$ cat src/rtl/uart_transmitter.sv
// UART serialiser: 8N1 frames, LSB first (8E1 when UART_TX_PARITY_EN is defined), one-byte holding register.
// Start bit begins one clock after the handshake; ready_o stays low while the holding register is full.
module uart_transmitter #(
    parameter int CLKS_PER_BIT = 10416,
    parameter int STOP_BITS    = 1
) (
    input  logic       clk_i,
    input  logic       rst_i,
    input  logic [7:0] data_i,
    input  logic       valid_i,
    output logic       ready_o,
    output logic       TXD_o,
    output logic       busy_o,
    output logic       done_o
);

    localparam int            CW           = (CLKS_PER_BIT > 2) ? $clog2(CLKS_PER_BIT) : 1;
    localparam logic [CW-1:0] LP_BIT_LAST  = CW'(CLKS_PER_BIT - 1);
    localparam logic          LP_STOP_LAST = (STOP_BITS == 2);

    localparam logic [2:0] S_IDLE   = 3'd0;
    localparam logic [2:0] S_START  = 3'd1;
    localparam logic [2:0] S_DATA   = 3'd2;
`ifdef UART_TX_PARITY_EN
    localparam logic [2:0] S_PARITY = 3'd3;
`endif
    localparam logic [2:0] S_STOP   = 3'd4;

    logic [2:0]    r_state;
    logic [CW-1:0] r_bit_cnt;
    logic [2:0]    r_bit_idx;
    logic          r_stop_cnt;
    logic [7:0]    r_shift;
    logic [7:0]    r_hold;
    logic          r_hold_full;
    logic          r_txd;
    logic          r_busy;
    logic          r_done;
`ifdef UART_TX_PARITY_EN
    logic          r_parity;
`endif

    logic w_bit_end;
    logic w_frame_end;
    logic w_load;
    logic w_hs;

    assign w_bit_end   = (r_bit_cnt == LP_BIT_LAST);
    assign w_frame_end = (r_state == S_STOP) && w_bit_end && (r_stop_cnt == LP_STOP_LAST);
    // The held byte moves into the shifter from IDLE, or straight off the last stop bit so frames abut.
    assign w_load      = r_hold_full && ((r_state == S_IDLE) || w_frame_end);
    // A full holding register never accepts, so a write and a transfer cannot share an edge.
    assign w_hs        = valid_i && !r_hold_full;

    assign ready_o = !r_hold_full;
    assign TXD_o   = r_txd;
    assign busy_o  = r_busy;
    assign done_o  = r_done;

    always_ff @(posedge clk_i or posedge rst_i) begin
        if (rst_i) begin
            r_hold      <= 8'h00;
            r_hold_full <= 1'b0;
        end else if (w_hs) begin
            r_hold      <= data_i;
            r_hold_full <= 1'b1;
        end else if (w_load) begin
            r_hold_full <= 1'b0;
        end
    end

    always_ff @(posedge clk_i or posedge rst_i) begin
        if (rst_i) begin
            r_bit_cnt <= '0;
        end else if (w_load || r_state == S_IDLE || w_bit_end) begin
            r_bit_cnt <= '0;
        end else begin
            r_bit_cnt <= r_bit_cnt + CW'(1);
        end
    end

    always_ff @(posedge clk_i or posedge rst_i) begin
        if (rst_i) begin
            r_state    <= S_IDLE;
            r_bit_idx  <= 3'd0;
            r_stop_cnt <= 1'b0;
            r_shift    <= 8'h00;
            r_txd      <= 1'b1;
            r_busy     <= 1'b0;
            r_done     <= 1'b0;
`ifdef UART_TX_PARITY_EN
            r_parity   <= 1'b0;
`endif
        end else begin
            r_done <= w_frame_end;
            if (w_load) begin
                r_state    <= S_START;
                r_shift    <= r_hold;
                r_bit_idx  <= 3'd0;
                r_stop_cnt <= 1'b0;
                r_txd      <= 1'b0;
                r_busy     <= 1'b1;
`ifdef UART_TX_PARITY_EN
                r_parity   <= ^r_hold;
`endif
            end else begin
                case (r_state)
                    S_IDLE: begin
                        r_txd  <= 1'b1;
                        r_busy <= 1'b0;
                    end
                    S_START: begin
                        if (w_bit_end) begin
                            r_state   <= S_DATA;
                            r_bit_idx <= 3'd0;
                            r_txd     <= r_shift[0];
                        end
                    end
                    S_DATA: begin
                        if (w_bit_end) begin
                            if (r_bit_idx == 3'd7) begin
`ifdef UART_TX_PARITY_EN
                                r_state    <= S_PARITY;
                                r_txd      <= r_parity;
`else
                                r_state    <= S_STOP;
                                r_stop_cnt <= 1'b0;
                                r_txd      <= 1'b1;
`endif
                            end else begin
                                r_shift   <= {1'b0, r_shift[7:1]};
                                r_txd     <= r_shift[1];
                                r_bit_idx <= r_bit_idx + 3'd1;
                            end
                        end
                    end
`ifdef UART_TX_PARITY_EN
                    S_PARITY: begin
                        if (w_bit_end) begin
                            r_state    <= S_STOP;
                            r_stop_cnt <= 1'b0;
                            r_txd      <= 1'b1;
                        end
                    end
`endif
                    S_STOP: begin
                        if (w_frame_end) begin
                            r_state <= S_IDLE;
                            r_busy  <= 1'b0;
                            r_txd   <= 1'b1;
                        end else if (w_bit_end) begin
                            r_stop_cnt <= 1'b1;
                        end
                    end
                    default: begin
                        r_state <= S_IDLE;
                        r_busy  <= 1'b0;
                        r_txd   <= 1'b1;
                    end
                endcase
            end
        end
    end

endmodule

$ cat config.mk
export PLATFORM = sky130hd
export DESIGN_NAME = uart_transmitter
export DESIGN_NICKNAME = d
export VERILOG_FILES = /design/src/rtl/uart_transmitter.sv
export SDC_FILE = /design/constraint.sdc
export NUM_CORES = 1
export LEC_CHECK = 0
export BUFFER_PORTS_ARGS = -buffer_cell sky130_fd_sc_hd__buf_4
export CAP_MARGIN = 20
export CORE_UTILIZATION = 50
export DETAILED_ROUTE_END_ITERATION = 7
export PLACE_DENSITY = 0.7
export SLEW_MARGIN = 30
export SYNTH_ARGS = -nofsm -noshare
export SYNTH_HDL_FRONTEND = slang
export SYNTH_SLANG_ARGS = --single-unit
$ cat constraint.sdc
create_clock -name clk_i -period 3.3 [get_ports clk_i]
set_clock_uncertainty 0.2 [all_clocks]
set_input_delay 0.495 -clock clk_i [delete_from_list [all_inputs] [get_ports clk_i]]
set_output_delay 0.495 -clock clk_i [all_outputs]
set_load 0.005 [all_outputs]
==> results of run 1 <==
==> power groups by stage <==
| stage | logic, uW | clock network, uW | registers, uW |
|---|---|---|---|
| 3_5_place_dp | 302 | 0 | 781 |
| 6_report | 300 | 296 | 776 |
| 5_1_grt | 344 | 328 | 791 |
| 3_3_place_gp | 289 | 0 | 769 |
| 2_1_floorplan | 244 | 0 | 741 |
| 4_1_cts | 305 | 314 | 773 |
==> cells by family (layout without fill, tap and decap cells) <==
logic type,after synthesis,after routing,share of synthesized area (%)
buffers and inverters,14,25,3.81
adder cells (fa/ha/maj),3,3,1.88
AO/OA/AOI/OAI,37,37,12.2
XOR/XNOR,10,10,4.38
flip-flops,41,41,51.3
AND/OR/NAND/NOR,77,77,20.9
multiplexers,10,10,5.50
==> synthesized netlist by cell type, types with 4 or more instances <==
library cell,count,share of area [%]
nand2_1,20,3.8
clkbuf_1,6,1.1
nand3_1,6,1.5
nor2_1,21,3.9
xor2_1,7,3.1
a22oi_1,5,1.9
inv_1,4,0.75
o21ai_0,10,2.5
dfrtp_1,40,50
nor2b_1,6,1.9
a21oi_1,8,2.0
mux2_2,8,4.5
==> path summary, 6_finish.rpt <==
kind,to,start,cells after the start
max in group asynchronous,TXD_o,rst_i,3
min in group clk_i,r_hold[2],data_i[2],2
setup / recovery,r_shift[1],r_bit_cnt[4],5
hold reg to reg,TXD_o,TXD_o,2
hold / removal,r_hold[7],rst_i,3
setup reg to reg,r_shift[1],r_bit_cnt[4],5
==> layout make-up <==
| cell class | instances | area (um2) |
|---|---|---|
| Clock buffer | 5 | 68.8 |
| Clock inverter | 1 | 5.00 |
| Fill cell | 346 | 1560 |
| Inverter | 4 | 15.0 |
| Multi-Input combinational cell | 137 | 897 |
| Sequential cell | 41 | 1030 |
| Tap cell | 48 | 60.1 |
| Timing Repair Buffer | 15 | 113 |
==> flip-flops by register name, summed over array words and instances, names as in the netlist <==
name,flops
r_bit_cnt,14
r_state,3
r_bit_idx,3
r_shift,8
busy_o,1
done_o,1
TXD_o,1
r_stop_cnt,1
r_hold,8
r_hold_full,1
==> worst max-delay path: cells and delay by family, from the launching register on <==
| family | cells | cell delay, ns |
|---|---|---|
| and+or+nand+nor | 2 | 1.18 |
| AOI/OAI and AO/OA | 3 | 0.79 |
| DFF | 1 | 0.44 |
==> per-layer routing <==
| metal | up-vias | part of all wire, % |
|---|---|---|
| met2 | 39 | 45 |
| met3 | 8 | 4.4 |
| met5 | - | 0 |
| li1 | 694 | - |
| met1 | 663 | 48 |
| met4 | 0 | 2.1 |
==> placed cells by master (no fill, tap or decap), drive strengths merged, types with 3 or more instances in the layout <==
cell    Yosys  routed
xor2        7       7
and4        3       3
a21oi       9       9
ha          3       3
nand3       6       6
inv         4       4
dfrtp      40      40
clkbuf      6       5
nand2b      3       3
a22oi       5       5
nor2b       6       6
nand4       3       3
mux2        8       8
nor2       21      21
xnor2       3       3
nand2      20      20
buf         4      15
o21ai      11      11
==> per-stage QoR <==
step,utilization [%],total power [uW]
after floorplan,-,984
after global placement,56.4,1060
after detailed placement,56.4,1080
after CTS,58.4,1390
after global routing,58.4,1460
final,58.4,1370
==> flow_summary_export.csv, run 1 <==
group,metric,value,unit
sta,period_minus_slack,2.71,ns
floorplanning,die_x,65.3,um
synth,syn_nets,206,
flow_run,cap_viol_max_count,0,
sta,rsz0062_at_grt,"false",
pwr,power.switching,415,uW
clocking,clkLatencyLatePin,0.29,ns
grt,grt-busiest-layer,"met2",
sta,setup_viol,0,
sta,worst_slack,0.590,ns
place,dp.final_hpwl,2.40,mm
clocking,ctsResizeCount,0,
layout,area_delta_synth_final,9.26,%
drt,vias_per_cell,5.59,
layout,final_cells,251,
worst_hold_path,worst_hold_path_type,"in -> async",
place,place_ws,0.602,ns
sta,fin_crit_sh,82.1,%
clocking,cts.sinks,41,
floorplanning,fp.dieH,65.3,um
worst_setup_path,path_cells,"or4b_4 > or4_4 > a21oi_4 > a31oi_1 > a21o_1",
drt,finalWirelength,3.50,mm
layout,n_antenna_cell,0,
grt,grt_pass1_wl,6.01,mm
clocking,clk_pin_slew,0.07,ns
clocking,clockBufferDepth,2,
pwr,combPwrFrac,21.9,%
worst_setup_path,cp_max_fo,21,
synth,synth_cell_types,41,
worst_setup_path,cp-end-kind,"flop",
clocking,post_cts_buffers,0,
sta,worstMarginPinSlew,0.658,ns
synth,synth_edf_count,0,
layout,fin_nets,218,
drt,first_pass_iters,4,
clocking,numCtsBuffers,5,
grt,overflow,0,
sta,max_freq,369,MHz
drt,ant_nets,0,
place,place.port_buffers,14,
layout,final_area,0.00219,mm2
pwr,ir_drop,0.421,mV
drt,route.detailed.drc,0,
layout,layout-drive-gt1-share,18.7,%
worst_setup_path,start_kind,"flop",
clocking,root_buffer,"clkbuf_8",
pwr,clkPwrFrac,21.6,%
worst_setup_path,required,3.29,ns
floorplanning,start_util,53.4,%
floorplanning,rows,22,
grt,met3_usage,5.38,%
grt,met2_usage,28.1,%
synth,yosys_warnings,0,
worst_setup_path,crit_slowest_cell,"or4b_4",
sta,hold-worst-slack,0.127,ns
worst_setup_path,arrival,2.70,ns
status,status,"finished clean",
pwr,internal-power,957,uW
floorplanning,dieArea,0.00426,mm2
sta,drv_slew,0,
sta,hold_viol,0,
synth,yosys_register_bits,41,
grt,grt_pass1_vias,1317,
sta,fin_tns_setup,0,ns
clocking,hold_buffers,0,
clocking,cts_tree,"built",
floorplanning,io-pin-count,15,
drt,vias,1404,
grt,antenna_found_initial,0,
place,place_area,0.00211,mm2
pwr,p_leak,0.000997,uW
clocking,h-tree-depth,2,
drt,dr.first_iter.drc_count,107,
drt,wl_per_cell,13.9,um
grt,grt_use_met1,24.9,%
floorplanning,design.core.area,0.00374,mm2
synth,post_synth.cell_area_avg,10.4,um2
worst_setup_path,rrSetupSlack,0.59,ns
grt,grt_max_degree,42,
pwr,p_per_area,627,mW/mm2
worst_setup_path,cpPeakStageDelay,0.59,ns
synth,synth-async-reset-ratio,100,%
worst_setup_path,path_class,"reg -> reg",
pwr,swShare,30.3,%
grt,gr-usage-all-layers,18.8,%
synth,ys.flop_type,"dfrtp_1",
place,routabilityCongestion,0.852,
synth,synth_cells,192,
synth,netlist_area,0.00200,mm2
synth,yosysSeqAreaShare,51.3,%
sta,relSlewSlack,56.0,%
place,dp_cells,245,
pwr,pwr-share-seq,56.6,%
(Power assumes the default switching activity.)
==> run 2: changes to the inputs <==
Settings changed: PLACE_DENSITY 0.7 to 0.73.
Clock period 3.3 ns to 2.35 ns, I/O delays scaled along.
==> run 2 against run 1 <==
Cell count up 6.4%. Global-route usage rose by 1.6 points. Clock power is 82% higher. Power rose by 51%. Worst hold slack got worse by 0.051 ns. Utilization grew 4.5 points. Largest cell class unchanged.
==> flow_summary_export.csv, run 2 (synthesis results as in run 1) <==
group,metric,value,unit
pwr,p_per_area,881,mW/mm2
clocking,cts.sinks,41,
status,status,"finished clean",
worst_setup_path,cp-end-kind,"flop",
floorplanning,rows,22,
worst_hold_path,worst_hold_path_type,"in -> reg",
sta,relSlewSlack,66.4,%
worst_setup_path,path_class,"reg -> reg",
grt,gr-usage-all-layers,20.4,%
layout,multiInputGateArea,907,um2
layout,layout_commonest_cell,"dfrtp_1",
drt,finalWirelength,3.60,mm
layout,layout_common_cells,"dfrtp_1, buf_4, nor2_1",
grt,grt_pass1_wl,6.55,mm
place,dp.final_hpwl,2.53,mm
clocking,clkLatencyLatePin,0.29,ns
grt,antenna_found_initial,0,
worst_setup_path,cpPeakStageDelay,0.55,ns
sta,fin_crit_sh,98.6,%
place,routabilityCongestion,0.844,
layout,largest_reg_flops,14,
drt,ant_nets,0,
grt,grt_use_met1,25.3,%
grt,met3_usage,6.25,%
worst_setup_path,path_cells,"or4b_1 > or4_4 > a21oi_4 > buf_12 > a22o_1 > a21o_1",
sta,drv_slew,0,
grt,grt_max_degree,42,
sta,period_minus_slack,2.32,ns
drt,route.detailed.drc,0,
sta,rsz0062_at_grt,"true",
drt,wl_per_cell,13.5,um
place,place.port_buffers,14,
layout,largest-register,"r_bit_cnt",
worst_setup_path,crit_buf_inv,1,
drt,first_pass_iters,4,
layout,postLayoutCoreUtil,62.9,%
layout,seq_area,0.00103,mm2
flow_run,cap_viol_max_count,0,
layout,largestRegisters,"r_bit_cnt: 14 flops, r_hold: 8 flops, r_shift: 8 flops",
floorplanning,die_x,65.3,um
worst_setup_path,start_kind,"flop",
sta,setup_viol,0,
clocking,root_buffer,"clkbuf_8",
floorplanning,design.core.area,0.00374,mm2
sta,max_freq,431,MHz
sta,fin_tns_setup,0,ns
clocking,numCtsBuffers,5,
floorplanning,start_util,53.4,%
layout,nFillCells,318,
floorplanning,io-pin-count,15,
sta,worstMarginPinSlew,0.504,ns
drt,vias_per_cell,5.52,
floorplanning,fp.dieH,65.3,um
grt,overflow,0,
worst_setup_path,critical-path-top-delay-family,"simple AND/OR/NAND/NOR gates",
clocking,cts_tree,"built",
clocking,clockBufferDepth,2,
worst_setup_path,rrSetupSlack,0.03,ns
drt,dr.first_iter.drc_count,99,
grt,grt-busiest-layer,"met2",
clocking,clk_pin_slew,0.08,ns
grt,grt_pass1_vias,1526,
layout,layout-drive-gt1-share,25.1,%
pwr,ir_drop,0.615,mV
floorplanning,dieArea,0.00426,mm2
worst_setup_path,crit_slowest_cell,"or4_4",
worst_setup_path,required,2.39,ns
worst_setup_path,arrival,2.35,ns
layout,fin_nets,233,
sta,hold-worst-slack,0.0760,ns
sta,hold_viol,0,
drt,vias,1473,
grt,met2_usage,32.3,%
layout,area_delta_synth_final,17.6,%
pwr,p_leak,0.00109,uW
worst_setup_path,cp_max_fo,18,
layout,n_antenna_cell,0,
clocking,h-tree-depth,2,
[run 2: cell types whose count changed in the layout (fill, tap and decap cells not counted), sizes merged]
cell,previous run,this run
buf,15,29
dlygate4sd3,0,1
bufinv,0,1
[run 2: layout make-up]
| class | count | share of cell area (%) |
|---|---|---|
| Inverter | 4 | 0.638 |
| Sequential cell | 41 | 43.6 |
| Clock buffer | 5 | 2.92 |
| Multi-Input combinational cell | 137 | 38.5 |
| Tap cell | 48 | 2.55 |
| Clock inverter | 2 | 1.49 |
| Timing Repair Buffer | 30 | 10.2 |
[run 2: power by group]
part	total [uW]	leakage (uW)	switching (uW)	internal, uW
sequential	1060	0.000520	147	917
clock	540	0.0000540	232	309
combinational	469	0.000519	211	258
total	2070	0.00109	590	1480
[run 2: final timing paths]
kind | cells after the start | end | from
max | 6 | r_shift[1] | r_stop_cnt
min | 3 | r_hold_full | valid_i
max reg2reg | 6 | r_shift[1] | r_stop_cnt
min reg2reg | 2 | TXD_o | TXD_o
max in group asynchronous | 4 | TXD_o | rst_i
min in group asynchronous | 4 | r_shift[4] | rst_i
[run 2: through the flow]
step | area [um2] | total power, uW | setup slack (ns) | std cells
3_3_place_gp | 2210 | 1500 | 0.0400 | 257
6_report | 2350 | 2070 | 0.0317 | 267
5_1_grt | 2350 | 2200 | -0.0407 | 267
4_1_cts | 2330 | 2090 | 0.0144 | 265
2_1_floorplan | 2000 | 1380 | -0.0185 | 192
3_5_place_dp | 2210 | 1550 | 0.0108 | 257
[run 2: repair_timing]
item / in CTS / in global routing
resized for setup: 1 / 2
buffers inserted: 0 / 2
hold endpoints to repair: 24 / 0
endpoints found under the setup margin: 2 / 8
hold buffers: 1 / 0
[run 2: worst reg2reg max path: stages (launching register included)]
cell	delay, ns
dfrtp_1	0.38
or4b_1	0.53
or4_4	0.55
a21oi_4	0.21
buf_12	0.17
a22o_1	0.15
a21o_1	0.08
[run 2: per-layer routing]
| layer | up-vias | routed length, um |
|---|---|---|
| met5 | - | 0 |
| met4 | 0 | 70 |
| met3 | 8 | 106 |
| met2 | 22 | 1740 |
| met1 | 720 | 1690 |
| li1 | 723 | - |
==> run 3: changes to the inputs <==
Settings changed: PLACE_DENSITY 0.73 to 0.69.
==> run 3 against run 2 <==
The run now ends with hold timing left. Worst hold slack got worse by 0.088 ns. Non-clock buffer count unchanged. Global-route usage increased by 0.29 points. Via count decreased by 0.75%. Design area increased by 0.37%. Critical path type unchanged. Largest power group unchanged.
==> flow_summary_export.csv, run 3 (synthesis results as in run 1) <==
group,metric,value,unit
layout,largest-register,"r_bit_cnt",
clocking,h-tree-depth,2,
worst_setup_path,worstReg2RegEnd,"r_shift[0]",
layout,postLayoutCoreUtil,63.1,%
pwr,pwr-share-seq,54.7,%
sta,max_freq,427,MHz
clocking,clk_pin_slew,0.07,ns
sta,relSlewSlack,66.9,%
layout,layout-drive-gt1-share,27.5,%
worst_setup_path,critical-path-top-delay-family,"simple AND/OR/NAND/NOR gates",
worst_setup_path,rrSetupSlack,0.01,ns
sta,setup_viol,0,
drt,ant_nets,0,
pwr,ir_drop,0.587,mV
sta,period_minus_slack,2.34,ns
drt,finalWirelength,3.80,mm
layout,layout_common_cells,"dfrtp_1, buf_4, nor2_1",
grt,grt_pass1_wl,6.62,mm
clocking,clockBufferDepth,2,
drt,vias_per_cell,5.50,
floorplanning,fp.dieH,65.3,um
pwr,total_power,1980,uW
sta,drv_slew,0,
flow_run,cap_viol_max_count,0,
sta,worstMarginPinSlew,0.497,ns
grt,met2_usage,32.6,%
clocking,numCtsBuffers,5,
pwr,p_leak,0.00109,uW
sta,hold_viol,40,
floorplanning,die_x,65.3,um
worst_setup_path,crit_slowest_cell,"or4_4",
floorplanning,io-pin-count,15,
clocking,clkLatencyLatePin,0.29,ns
pwr,power.switching,589,uW
grt,grt_pass1_vias,1475,
worst_setup_path,start_kind,"flop",
drt,dr.first_iter.drc_count,143,
worst_setup_path,path_cells,"or4b_1 > or4_4 > a21oi_4 > buf_12 > a22o_1 > a21o_1",
worst_setup_path,cp_max_fo,8,
layout,largestRegisters,"r_bit_cnt: 14 flops, r_hold: 8 flops, r_shift: 8 flops",
place,dp.final_hpwl,2.59,mm
grt,grt_use_met1,26.9,%
sta,rsz0062_at_grt,"true",
layout,largest_reg_flops,14,
grt,met3_usage,5.73,%
grt,overflow,0,
worst_setup_path,reg2reg_depth,6,
worst_setup_path,path_class,"reg -> reg",
layout,fin_nets,233,
floorplanning,start_util,53.4,%
place,dp_cells,257,
grt,grt_max_degree,42,
drt,first_pass_iters,4,
floorplanning,design.core.area,0.00374,mm2
clocking,cts_tree,"built",
sta,fin_crit_sh,99.5,%
sta,hold-worst-slack,-0.0115,ns
clocking,cts.sinks,41,
layout,final_cells,266,
pwr,combPwrFrac,24.5,%
pwr,p_per_area,836,mW/mm2
grt,gr-usage-all-layers,20.7,%
worst_setup_path,arrival,2.37,ns
pwr,internal-power,1390,uW
floorplanning,rows,22,
drt,wl_per_cell,14.3,um
layout,n_antenna_cell,0,
worst_setup_path,r2r_start,"r_bit_cnt[6]",
place,routabilityCongestion,0.877,
layout,layout_commonest_cell,"dfrtp_1",
place,place.port_buffers,14,
floorplanning,dieArea,0.00426,mm2
clocking,root_buffer,"clkbuf_8",
grt,antenna_found_initial,0,
worst_setup_path,cpPeakStageDelay,0.55,ns
worst_setup_path,cp-end-kind,"flop",
worst_hold_path,worst_hold_path_type,"in -> async",
worst_setup_path,cp.depth,6,
grt,grt-busiest-layer,"met2",
status,violations,"hold timing",
layout,area_delta_synth_final,18.1,%
worst_setup_path,required,2.38,ns
drt,vias,1462,
place,place_ws,0.0282,ns
drt,route.detailed.drc,0,
status,status,"finished, violations left",
layout,nFillCells,318,
pwr,clkPwrFrac,20.9,%
pwr,swShare,29.8,%
worst_setup_path,crit_buf_inv,1,
sta,worst_slack,0.0107,ns
[run 3: cell type report]
| type | count | area, um2 | area share (%) |
|---|---|---|---|
| well taps | 48 | 60.1 | 2.54 |
| flip-flops and latches | 41 | 1030 | 43.5 |
| inverters | 4 | 15.0 | 0.636 |
| clock buffers | 5 | 68.8 | 2.91 |
| clock inverters | 1 | 5.00 | 0.212 |
| repair buffers | 30 | 255 | 10.8 |
| multi-input cells | 137 | 931 | 39.4 |
[run 3: how the worst max path moves through the flow]
| stage | start | to | slack (ns) |
|---|---|---|---|
| after floorplan | r_bit_cnt[9] | r_shift[0] | -0.02 |
| after global placement | r_bit_cnt[10] | r_shift[1] | 0.05 |
| after detailed placement | r_bit_cnt[10] | r_shift[1] | 0.03 |
| after CTS | r_bit_cnt[10] | r_shift[1] | 0.02 |
| after global routing | r_bit_cnt[6] | r_shift[5] | -0.07 |
| final | r_bit_cnt[6] | r_shift[0] | 0.01 |
[run 3: repair_timing]
item | 4_1_cts | 5_1_grt
gates resized for setup | 0 | 12
endpoints found under the setup margin | 0 | 9
setup buffers | 0 | 2
hold buffers | 0 | 0
[run 3: worst reg2reg max path, cell delays in order (launching register included)]
cell     delay, ns
dfrtp_1       0.38
or4b_1        0.53
or4_4         0.55
a21oi_4       0.25
buf_12        0.16
a22o_1        0.14
a21o_1        0.08
[run 3: metal layers]
layer	share of wire [%]	up-vias	wire (um)
met1	46	703	1730
met5	0	-	0
li1	-	721	-
met3	4.5	7	170
met2	48	31	1840
met4	1.5	0	57
[run 3: power by group through the flow]
| stage | logic [uW] | clock network [uW] | registers (uW) |
|---|---|---|---|
| 5_1_grt | 561 | 456 | 1110 |
| 4_1_cts | 462 | 423 | 1070 |
| 2_1_floorplan | 342 | 0 | 1040 |
| 6_report | 483 | 412 | 1080 |
| 3_3_place_gp | 443 | 0 | 1070 |
| 3_5_place_dp | 461 | 0 | 1080 |
[run 3: stage by stage]
step | setup TNS (ns) | cell area (um2)
6_report | 0 | 2360
5_1_grt | -0.473 | 2360
4_1_cts | 0 | 2290
3_5_place_dp | 0 | 2210
3_3_place_gp | 0 | 2210
2_1_floorplan | -0.0371 | 2000
